[config.mk]
export PLATFORM = sky130hd
export DESIGN_NAME = clock_mode_controller
export DESIGN_NICKNAME = d
export VERILOG_FILES = /design/src/rtl/clock_mode_controller.sv
export SDC_FILE = /design/constraint.sdc
export NUM_CORES = 1
export LEC_CHECK = 0
export BUFFER_PORTS_ARGS = -buffer_cell sky130_fd_sc_hd__buf_4
export CAP_MARGIN = 20
export CELL_PAD_IN_SITES_DETAIL_PLACEMENT = 0
export CELL_PAD_IN_SITES_GLOBAL_PLACEMENT = 1
export CORE_MARGIN = 2
export CORE_UTILIZATION = 47
export DETAILED_ROUTE_END_ITERATION = 8
export GPL_TIMING_DRIVEN = 0
export PLACE_DENSITY = 0.94
export SETUP_SLACK_MARGIN = 0.05
export SYNTH_ARGS = -nofsm -noshare
export SYNTH_HDL_FRONTEND = slang
export SYNTH_SLANG_ARGS = --single-unit
export TNS_END_PERCENT = 50
[constraint.sdc]
create_clock -name clk -period 7.29 [get_ports clk]
set_input_delay 0.3645 -clock clk [delete_from_list [all_inputs] [get_ports clk]]
set_output_delay 0.3645 -clock clk [all_outputs]
set_load 0.03 [all_outputs]
[src/rtl/clock_mode_controller.sv]
// clock_mode_controller: run/set mode FSM, hh:mm:ss timekeeping, alarm registers and ring timer; ports: clk, rst, tick, btn_mode/btn_inc/btn_alarm in; time, alarm, mode, alarm_armed, alarm_ring out
module clock_mode_controller #(
  parameter int RING_SECONDS  = 60,
  parameter int ALARM_RST_HR  = 6,
  parameter int ALARM_RST_MIN = 0
) (
  input  logic       clk,
  input  logic       rst,
  input  logic       tick,
  input  logic       btn_mode,
  input  logic       btn_inc,
  input  logic       btn_alarm,
  output logic [4:0] hours,
  output logic [5:0] minutes,
  output logic [5:0] seconds,
  output logic [4:0] alarm_hours,
  output logic [5:0] alarm_minutes,
  output logic [2:0] mode,
  output logic       alarm_armed,
  output logic       alarm_ring
);
  typedef enum logic [2:0] {
    RUN      = 3'd0,
    SET_HR   = 3'd1,
    SET_MIN  = 3'd2,
    SET_AHR  = 3'd3,
    SET_AMIN = 3'd4
  } state_t;
  state_t state, state_n;
  logic [7:0] ring_cnt, ring_cnt_n;
  logic [4:0] hr_n, ahr_n;
  logic [5:0] min_n, sec_n, amin_n;
  logic silence, adv, inc, count, sec_wrap, min_wrap, hit, ring_n;
  assign silence  = alarm_ring & (btn_mode | btn_inc | btn_alarm);
  assign adv      = btn_mode & ~silence;
  assign inc      = btn_inc & ~btn_mode & ~alarm_ring;
  // leaving RUN clears seconds, so a tick in that cycle is dropped
  assign count    = tick & ((state == RUN & ~adv) | state == SET_AHR | state == SET_AMIN);
  assign sec_wrap = count & seconds == 6'd59;
  assign min_wrap = sec_wrap & minutes == 6'd59;
  assign sec_n    = (adv & state == RUN) ? 6'd0 : count ? (sec_wrap ? 6'd0 : seconds + 6'd1) : seconds;
  assign min_n    = (sec_wrap | (inc & state == SET_MIN)) ? (minutes == 6'd59 ? 6'd0 : minutes + 6'd1) : minutes;
  assign hr_n     = (min_wrap | (inc & state == SET_HR)) ? (hours == 5'd23 ? 5'd0 : hours + 5'd1) : hours;
  assign ahr_n    = (inc & state == SET_AHR) ? (alarm_hours == 5'd23 ? 5'd0 : alarm_hours + 5'd1) : alarm_hours;
  assign amin_n   = (inc & state == SET_AMIN) ? (alarm_minutes == 6'd59 ? 6'd0 : alarm_minutes + 6'd1) : alarm_minutes;
  // only a tick that lands exactly on hh:mm:00 can start the ring
  assign hit        = count & alarm_armed & ~alarm_ring & sec_n == 6'd0 & min_n == alarm_minutes & hr_n == alarm_hours;
  assign ring_n     = silence ? 1'b0 : hit ? 1'b1 : (alarm_ring & tick & ring_cnt == 8'd1) ? 1'b0 : alarm_ring;
  assign ring_cnt_n = silence ? 8'd0 : hit ? 8'(RING_SECONDS) : (alarm_ring & tick) ? ring_cnt - 8'd1 : ring_cnt;
  assign mode       = state;
  always_comb begin
    state_n = state;
    case (state)
      RUN:      state_n = adv ? SET_HR : RUN;
      SET_HR:   state_n = adv ? SET_MIN : SET_HR;
      SET_MIN:  state_n = adv ? SET_AHR : SET_MIN;
      SET_AHR:  state_n = adv ? SET_AMIN : SET_AHR;
      SET_AMIN: state_n = adv ? RUN : SET_AMIN;
      default:  state_n = RUN;
    endcase
  end
  always_ff @(posedge clk or posedge rst)
    if (rst) state <= RUN;
    else state <= state_n;
  always_ff @(posedge clk or posedge rst) begin
    if (rst) begin
      hours         <= 5'd0;
      minutes       <= 6'd0;
      seconds       <= 6'd0;
      alarm_hours   <= 5'(ALARM_RST_HR);
      alarm_minutes <= 6'(ALARM_RST_MIN);
      alarm_armed   <= 1'b0;
      alarm_ring    <= 1'b0;
      ring_cnt      <= 8'd0;
    end else begin
      hours         <= hr_n;
      minutes       <= min_n;
      seconds       <= sec_n;
      alarm_hours   <= ahr_n;
      alarm_minutes <= amin_n;
      alarm_armed   <= alarm_armed ^ btn_alarm;
      alarm_ring    <= ring_n;
      ring_cnt      <= ring_cnt_n;
    end
  end
endmodule

## Word level (Yosys, flattened, before mapping)

Cells that the tools add are included.

- Flip-flop bits (word level): 41
- Input bits: 6
- Output and inout port bits: 33
- Logic and storage cells: 83

- Add/sub/neg operators: 6
- Equal/unequal tests: 12
- Multiplexer cells: 21
- Bitwise operators: 31
- Reductions and logical operators: 4

Operators with widths:

| cell | number |
|---|---|
| 2-to-1 mux 6 bit | 6 |
| 2-to-1 mux 8 bit | 3 |
| AND 1 bit | 20 |
| adder 6 x 1 -> 6 bit, second input constant | 3 |
| == test 6 bit, second input constant | 3 |
| 2-to-1 mux 5 bit | 3 |
| one-hot mux 3 bit (5 select lines) | 1 |
| adder 5 x 1 -> 5 bit, second input constant | 2 |
| == test 5 bit, second input constant | 2 |
| == test 8 x 1 -> 1 bit, second input constant | 1 |
| subtractor 8 x 1 -> 8 bit, second input constant | 1 |
| == test 3 x 2 -> 1 bit, second input constant | 2 |
| == test 6 bit | 1 |
| logical NOT 6 bit | 1 |
| 2-to-1 mux 3 bit | 2 |
| OR 1 bit | 6 |
| nonzero test 3 bit | 2 |
| == test 5 bit | 1 |
| 2-to-1 mux 1 bit | 5 |
| inverter 1 bit | 4 |
| == test 3 x 1 -> 1 bit, second input constant | 1 |
| == test 3 bit, second input constant | 1 |
| logical NOT 3 bit | 1 |
| 2-to-1 mux 2 bit | 1 |
| XOR 1 bit | 1 |

## Longest topological paths before layout

Gate-level depths: netlist (run 1).

- Depth in word-level cells: 20
- Gate-level depth with buffers: 11
- Mapped depth without buffers: 9

## Worst setup path after synthesis (run 1)

OpenSTA, ideal clock, no wires.

- Path kind: reg2reg
- From: register seconds[0]
- To: register ring_cnt[6]
- Setup time: 0.120 ns
- Arrival time: 3.019 ns
- Required time: 7.170 ns
- Setup slack: 4.151 ns
- Stages on the path, launching flop included: 11
- Buffers on the path: 1
- Period minus slack after synthesis: 3.139 ns
- Cell sequence: dfrtp_1 > ha_1 > nor2b_1 > and4_1 > buf_2 > a21boi_4 > o41a_1 > or3_4 > a2111oi_4 > nand4_2 > and3_1

- Word-level cells in the longest chain between the ends: 11
- Elaborated cells between the ends (all ways): 20
- Classes of those cells: 1 x add/sub; 3 x eq/ne; 7 x mux; 7 x bitwise; 2 x reduce/logical

Ends and longest elaborated chain:

| element | line | text |
|---|---|---|
| start, declared | 15 | `output logic [5:0] seconds,` |
| start signal, assigned | 78 | `seconds <= sec_n;` |
| branches (longest 8 deep; another with adder 6 x 1 -> 6 bit) | - |  |
| AND 1 bit * | 47 | `assign hit = count & alarm_armed & ~alarm_ring & sec_n == 6'd0 & min_n == alarm_minutes & hr_n == alarm_hours;` |
| 2-to-1 mux 8 bit (2 in a row) | 49 | `assign ring_cnt_n = silence ? 8'd0 : hit ? 8'(RING_SECONDS) : (alarm_ring & tick) ? ring_cnt - 8'd1 : ring_cnt ...` |
| end signal, assigned | 83 | `ring_cnt <= ring_cnt_n;` |
| end, declared | 30 | `logic [7:0] ring_cnt, ring_cnt_n;` |

Mark *: on every way between the ends.
A chain may end at the register's enable or synchronous reset.

## Worst setup path in the final report (run 1)

- From: register alarm_ring
- To: register ring_cnt[6]

- Word-level cells in the longest chain between the ends: 18
- Elaborated cells between the ends (all ways): 34
- Classes of those cells: 2 x eq/ne; 7 x mux; 23 x bitwise; 2 x reduce/logical

Ends and longest elaborated chain:

| element | line | text |
|---|---|---|
| start, declared | 20 | `output logic alarm_ring` |
| start signal, assigned | 82 | `alarm_ring <= ring_n;` |
| AND 1 bit | 34 | `assign silence = alarm_ring & (btn_mode \| btn_inc \| btn_alarm);` |
| inverter 1 bit | 35 | `assign adv = btn_mode & ~silence;` |
| AND 1 bit | 35 |  |
| inverter 1 bit | 38 | `assign count = tick & ((state == RUN & ~adv) \| state == SET_AHR \| state == SET_AMIN);` |
| AND 1 bit | 38 |  |
| OR 1 bit (2 in a row) | 38 |  |
| AND 1 bit | 38 |  |
| AND 1 bit | 39 | `assign sec_wrap = count & seconds == 6'd59;` |
| 2-to-1 mux 6 bit (3 in a row) | 41 | `assign sec_n = (adv & state == RUN) ? 6'd0 : count ? (sec_wrap ? 6'd0 : seconds + 6'd1) : seconds;` |
| logical NOT 6 bit | 47 |  |
| AND 1 bit (3 in a row) | 47 |  |
| 2-to-1 mux 8 bit (2 in a row) | 49 |  |

Parallel ways exist; a longest one is shown, timed or not.

==> flow_summary.json, run 1 <==
{
  "die_h_um": 79.7,
  "power_density_nw_per_um2": 330,
  "finClkSkew_ns": 0.00651,
  "syn_area_per_cell_um2": 9.12,
  "synth_edf_count": 0,
  "drive_gt1_share_pct": 21.6,
  "netlist_instances": 295,
  "power_frac_seq_pct": 32.8,
  "critPathKind": "flip-flop to flip-flop",
  "num-fill-cells": 522,
  "p_leak_nw": 1.45,
  "report.final.slew_viol_count": 0,
  "clock_latency_ns": 0.30,
  "multi_input_area_um2": 1520,
  "seq_area_um2": 1030,
  "gp_congestion": 0.810,
  "io_pins": 39,
  "initial_core_util_pct": 48.9,
  "cp-start-kind": "flip-flop",
  "slew_headroom_pct": 30.6,
  "drc_errors": 0,
  "cts_made_buffers": 5,
  "chipWidth_um": 79.7,
  "grt_setup_unrepaired": "false",
  "fmax_ghz": 0.296,
  "antenna_found_initial": 0,
  "nets": 354,
  "yosysWarnings": 0,
  "seq_area_frac_synth_pct": 38.2,
  "max_slew.worst_pin.slew_ns": 1.03,
  "synth.area.top_cells": "dfrtp_1 (36%), nand2_1 (5.0%), xnor2_1 (4.9%), ha_1 (3.3%), xor2_1 (3.3%)",
  "slowest_stage": "dfrtp_1",
  "grt_pass1_vias": 2191,
  "end_kind": "flip-flop",
  "synthArstFlopShare_pct": 100,
  "maxCapViolCount": 0,
  "die-area_um2": 6350,
  "hold_violations": 0,
  "grt_overflow": 0,
  "ant_nets": 0,
  "switching_share_pct": 43.3,
  "synth_largest_area_cell": "dfrtp_1",
  "path_cells": "buf_6 > or3b_4 > a31o_1 > buf_6 > a31oi_2 > buf_6 > mux2_1 > nor4_1 > nor4bb_1 > nand4_2 > and3_1",
  "num_rows": 27,
  "num_vias": 2367,
  "grt_use_total_pct": 19.9,
  "vias_per_cell": 5.72,
  "setup_viol": 0,
  "drt-pass1-iter-count": 4,
  "finalCritPeriodShare_pct": 46.4,
  "clock_power_share_pct": 18.4,
  "max_stage_delay_ns": 0.40,
  "outcome": "completed",
  "postCtsHoldBufs": 0,
  "power_frac_comb_pct": 48.8,
  "p_int_w": 0.000597,
  "synth_nets": 308,
  "critPathMostFrequentCell": "buf_6",
  "netlist.area_leader.share_pct": 36.3,
  "core_um2": 5510,
  "cts.htree.levels": 2,
  "cts_root_buf": "clkbuf_8",
  "tns_ns": 0,
  "synthToLayoutAreaGrowth_pct": 18.6,
  "grt_pass1_wl_um": 10000,
  "required_ns": 7.49,
  "fin_crit_ns": 3.38,
  "clkTransAtPathRegs_ns": 0.08,
  "hold_ws_ns": 0.236,
  "holdCritPathClass": "primary input to asynchronous set/reset pin",
  "ys_types": 62,
  "portBuffers": 38,
  "initialDrtViolationCount": 130,
  "cts_resized": 0,
  "netlist_area_um2": 2690,
  "final_core_util_pct": 58.0,
  "vdd.ir_drop.worst_mv": 0.173,
  "ys_ff_latch": 41,
  "cts_buffer_depth": 2,
  "num_antenna_cells": 0,
  "grt_start_max_net_pins": 42,
  "wl_per_cell_um": 14.1,
  "post_cts_buffers": 0,
  "cts_tree": "yes",
  "critPathMaxFanout": 10,
  "wl_um": 5840,
  "dp_hpwl_um": 4300,
  "p_sw_w": 0.000457,
  "critPathArrivalTime_ns": 3.58,
  "synth_flop_cell": "dfrtp_1",
  "cts.sinks": 41
}
power by group through the flow:
stage          Clock (W)  Combinational [W]  Sequential, W
3_5_place_dp           0           0.000515       0.000349
2_1_floorplan          0           0.000272       0.000435
4_1_cts         0.000197           0.000517       0.000345
5_1_grt         0.000207           0.000564       0.000355
6_report        0.000194           0.000515       0.000345
3_3_place_gp           0           0.000508       0.000347
stage by stage:
| stage | setup slack, ns | total power, W | instance area [um2] | cells |
|---|---|---|---|---|
| finish | 3.91 | 0.00105 | 3190 | 414 |
| global route | 3.66 | 0.00113 | 3190 | 414 |
| CTS | 3.93 | 0.00106 | 3190 | 413 |
| detailed placement | 3.96 | 0.000864 | 3070 | 405 |
| global placement | 3.94 | 0.000855 | 3070 | 405 |
| floorplan | 4.15 | 0.000708 | 2690 | 295 |
cell type report:
class / instances / area share [%]
Multi-Input combinational cell: 226 / 47.7
Sequential cell: 41 / 32.2
Timing Repair Buffer: 39 / 9.09
Buffer: 16 / 2.98
Tap cell: 72 / 2.82
Clock buffer: 6 / 2.59
Inverter: 12 / 1.41
Clock inverter: 2 / 1.18
state kept, by name, indices dropped and copies added (netlist names):
register,flops
alarm_minutes,6
seconds,6
minutes,6
alarm_ring,1
mode,3
ring_cnt,8
alarm_armed,1
hours,5
alarm_hours,5
Yosys cell counts (6+ instances only):
master / instances
inv_1: 12
nand3_1: 14
nand4_1: 6
nand2_1: 36
clkbuf_1: 7
nor2b_1: 6
xor2_1: 10
ha_1: 7
xnor2_1: 15
and3_1: 7
dfrtp_1: 39
o21ai_0: 17
a21oi_1: 13
nor2_1: 19
nor3_1: 6
worst max-delay path, delay by kind of cell, from the launching register on:
family | cells | cell delay [ns]
AND/OR/NAND/NOR | 5 | 1.62
buffers and inverters | 3 | 0.47
flip-flops | 1 | 0.40
multiplexers | 1 | 0.33
AO/OA/AOI/OAI | 2 | 0.45
final timing paths:
path | endpoint | slack [ns] | cells past startpoint | from
max reg2reg | ring_cnt[6] | 3.91 | 11 | alarm_ring
min in group clk | alarm_armed | 0.24 | 2 | btn_alarm
max | ring_cnt[6] | 3.91 | 11 | alarm_ring
min | ring_cnt[0] | 0.24 | 2 | rst
min reg2reg | alarm_armed | 0.49 | 1 | alarm_armed
max in group asynchronous | seconds[0] | 6.52 | 2 | rst
metal layers:
layer  GRT usage [%]  vias up  wire length, um
li1                -     1162                -
met2            32.4       55             2800
met5               0        -                0
met4            5.00        0               67
met3            3.73       10              262
met1            27.1     1140             2710
logic make-up (layout without fill, tap and decap cells):
group | count (synthesis) | count (layout) | share of synthesized area (%)
AND/OR/NAND/NOR | 126 | 126 | 26.3
AO/OA/AOI/OAI | 64 | 64 | 17.2
flip-flops | 41 | 41 | 38.2
buffers and inverters | 28 | 75 | 5.21
XOR/XNOR | 25 | 25 | 8.14
adder cells (fa/ha/maj) | 7 | 7 | 3.25
multiplexers | 4 | 4 | 1.67
placed cells by master (no fill, tap or decap), drive strengths merged, types with 12 or more instances in the layout:
| cell type | netlist | routed |
|---|---|---|
| nand3 | 14 | 14 |
| o21ai | 17 | 17 |
| clkbuf | 7 | 14 |
| nand2 | 36 | 36 |
| buf | 9 | 47 |
| inv | 12 | 12 |
| nor2 | 20 | 20 |
| xnor2 | 15 | 15 |
| dfrtp | 39 | 39 |
| a21oi | 13 | 13 |
(Power assumes the default switching activity.)
==> inputs of run 2 (changes only) <==
ABC_AREA = 1   (was unset)
CORE_UTILIZATION = 41   (was 47)
PLACE_DENSITY = 0.88   (was 0.94)
clock period = 3.15 ns   (was 7.29 ns; I/O delays follow)
==> run 2 against run 1 <==
Global-route usage is 2.0 points lower. Worst hold slack worse by 0.18 ns. Utilization is 7.4 points lower. Critical path depth is 3 higher. Sequential share of layout area is 0.52 points lower. Largest power group unchanged. Highest routed layer unchanged.
==> flow_summary.json, run 2 <==
{
  "dp_hpwl_um": 4700,
  "netlist_area_um2": 2750,
  "cp-start-kind": "flip-flop",
  "netlist_instances": 387,
  "netlist.area_leader.share_pct": 35.4,
  "wl_per_cell_um": 12.1,
  "setup_slack_ns": 0.740,
  "yosysWarnings": 0,
  "synthArstFlopShare_pct": 100,
  "post_cts_buffers": 0,
  "vias_per_cell": 4.98,
  "critPathKind": "flip-flop to flip-flop",
  "fin_crit_ns": 2.41,
  "pre_cts_ws_ns": 0.769,
  "critPathMaxFanout": 10,
  "syn_area_per_cell_um2": 7.12,
  "outcome": "completed",
  "finalCritPeriodShare_pct": 76.5,
  "initial_core_util_pct": 42.9,
  "finClkSkew_ns": 0.0112,
  "synth_largest_area_cell": "dfrtp_1",
  "cts_resized": 0,
  "ys_types": 33,
  "cts_tree": "yes",
  "critPathArrivalTime_ns": 2.59,
  "final_common_cell": "nand2_1",
  "num_vias": 2544,
  "cts_made_buffers": 5,
  "wl_um": 6200,
  "cts_buffer_depth": 2,
  "grt_start_max_net_pins": 33,
  "antenna_found_initial": 0,
  "required_ns": 3.33,
  "final_cell_area_um2": 3240,
  "grt_use_total_pct": 17.9,
  "clkTransAtPathRegs_ns": 0.09,
  "drc_errors": 0,
  "synth_nets": 400,
  "synth_top_family_by_area": "simple AND/OR/NAND/NOR gates",
  "portBuffers": 37,
  "setup_viol": 0,
  "holdCritPathClass": "primary input to flip-flop",
  "cts_root_buf": "clkbuf_8",
  "num_rows": 29,
  "synth_edf_count": 0,
  "yosysMostFrequentCell": "nand2_1",
  "synth_flop_cell": "dfrtp_1",
  "grt_overflow": 0,
  "seq_area_frac_synth_pct": 37.3,
  "postCtsHoldBufs": 1,
  "mostFrequentLayoutCells": "nand2_1 (110), inv_1 (54), nand3_1 (53), nor2_1 (39), dfrtp_1 (39)",
  "synth_simple_gate_area_share_pct": 41.9,
  "rrSetupSlack_ns": 0.74,
  "io_pins": 39,
  "end_kind": "flip-flop",
  "hold_violations": 0,
  "grt_pass1_wl_um": 10800,
  "drt-pass1-iter-count": 4,
  "nets": 446,
  "drive_gt1_share_pct": 17.1,
  "synth-compound-area-share_pct": 4.50,
  "tns_ns": 0,
  "largest_reg_flops": 8,
  "p_leak_nw": 1.72,
  "grt_pass1_vias": 2381,
  "ys_ff_latch": 41,
  "synthMuxAreaShare_pct": 0,
  "cts.htree.levels": 2,
  "largest-register": "ring_cnt",
  "ant_nets": 0,
  "report.final.slew_viol_count": 0,
  "ys_top_cells_by_count": "nand2_1 (110), inv_1 (55), nand3_1 (53)",
  "die_h_um": 86.0,
  "fmax_ghz": 0.415,
  "grt_setup_unrepaired": "false",
  "synth_fa_ha_area_share_pct": 3.18,
  "chipWidth_um": 86.0,
  "vdd.ir_drop.worst_mv": 0.456,
  "max_slew.worst_pin.slew_ns": 0.739,
  "num_antenna_cells": 0,
  "synthToLayoutAreaGrowth_pct": 17.8,
  "gp_congestion": 0.839,
  "core_um2": 6420,
  "synth.area.top_cells": "dfrtp_1 (35%), nand2_1 (15%), nand3_1 (9.6%), inv_1 (7.5%), nor2_1 (5.3%)",
  "maxCapViolCount": 0,
  "clock_latency_ns": 0.30,
  "slew_headroom_pct": 50.5,
  "power_density_nw_per_um2": 778,
  "placed_area_um2": 3150,
  "die-area_um2": 7390,
  "initialDrtViolationCount": 108,
  "synthXorXnorAreaFrac_pct": 4.13,
  "cts.sinks": 41
}
## run 2: changes by cell type after synthesis, moves of 5 or more
cell	change
a21oi_1	-8
and3_1	-7
clkbuf_1	-7
inv_1	+43
inv_2	+5
nand2_1	+74
nand3_1	+39
nand3b_1	+5
nand4_1	+5
nor2_1	+20
nor2b_1	-6
o21ai_0	-8
xnor2_1	-14
## run 2: per-layer routing
metal / routed length [um] / part of all wire [%] / vias to the layer above / global-route usage, %
met2: 2860 / 46 / 44 / 28.3
li1: - / - / 1329 / -
met3: 209 / 3.4 / 8 / 2.21
met5: 0 / 0 / - / 0
met4: 73 / 1.2 / 0 / 5.34
met1: 3050 / 49 / 1163 / 25.6
## run 2: final cells by class
type	count	area, um2
clock inverters	3	17.5
clock buffers	5	68.8
repair buffers	39	308
inverters	61	229
flip-flops and latches	41	1030
well taps	77	96.3
plain buffers	2	16.3
multi-input cells	283	1480
fillers	671	3180
## run 2: worst max-delay path, cell delays in order, from the launching register on
cell and delay [ns]:
dfrtp_1 0.43, ha_1 0.22, nand3_1 0.09, nor2_2 0.25
nand4_4 0.26, nand2_4 0.19, nand2_1 0.09, nand3_1 0.07
nand2_1 0.06, nor2_1 0.14, nand2_1 0.08, nor2_2 0.12
nand2_4 0.11, nand2_2 0.11, a21oi_1 0.05
## run 2: cell families (layout without fill, tap and decap cells)
logic type,after synthesis,after routing
buffers and inverters,63,110
AO/OA/AOI/OAI,21,21
AND/OR/NAND/NOR,242,242
flip-flops,41,41
adder cells (fa/ha/maj),7,7
XOR/XNOR,13,13
## run 2: stage by stage
stage / hold slack [ns] / instances / util [%] / power (W)
6_report: 0.0534 / 511 / 50.5 / 0.00252
5_1_grt: 0.0620 / 511 / 50.5 / 0.00273
4_1_cts: 0.0476 / 511 / 50.5 / 0.00255
3_5_place_dp: 0.110 / 502 / 49.0 / 0.00218
3_3_place_gp: 0.357 / 501 / 48.7 / 0.00217
2_1_floorplan: 0.249 / 387 / - / 0.00177
## run 2: worst paths after layout
path	to	from	cells after the start
max	ring_cnt[0]	minutes[0]	14
min in group asynchronous	hours[0]	rst	3
max reg2reg	ring_cnt[0]	minutes[0]	14
max in group asynchronous	ring_cnt[7]	rst	4
min reg2reg	alarm_hours[1]	alarm_hours[1]	2
min	alarm_armed	btn_alarm	2
## run 2: report_power, final
group | total (W) | switching, W | internal, W
Clock | 0.000352 | 0.000198 | 0.000153
Sequential | 0.000889 | 0.000212 | 0.000677
Combinational | 0.00128 | 0.000820 | 0.000463
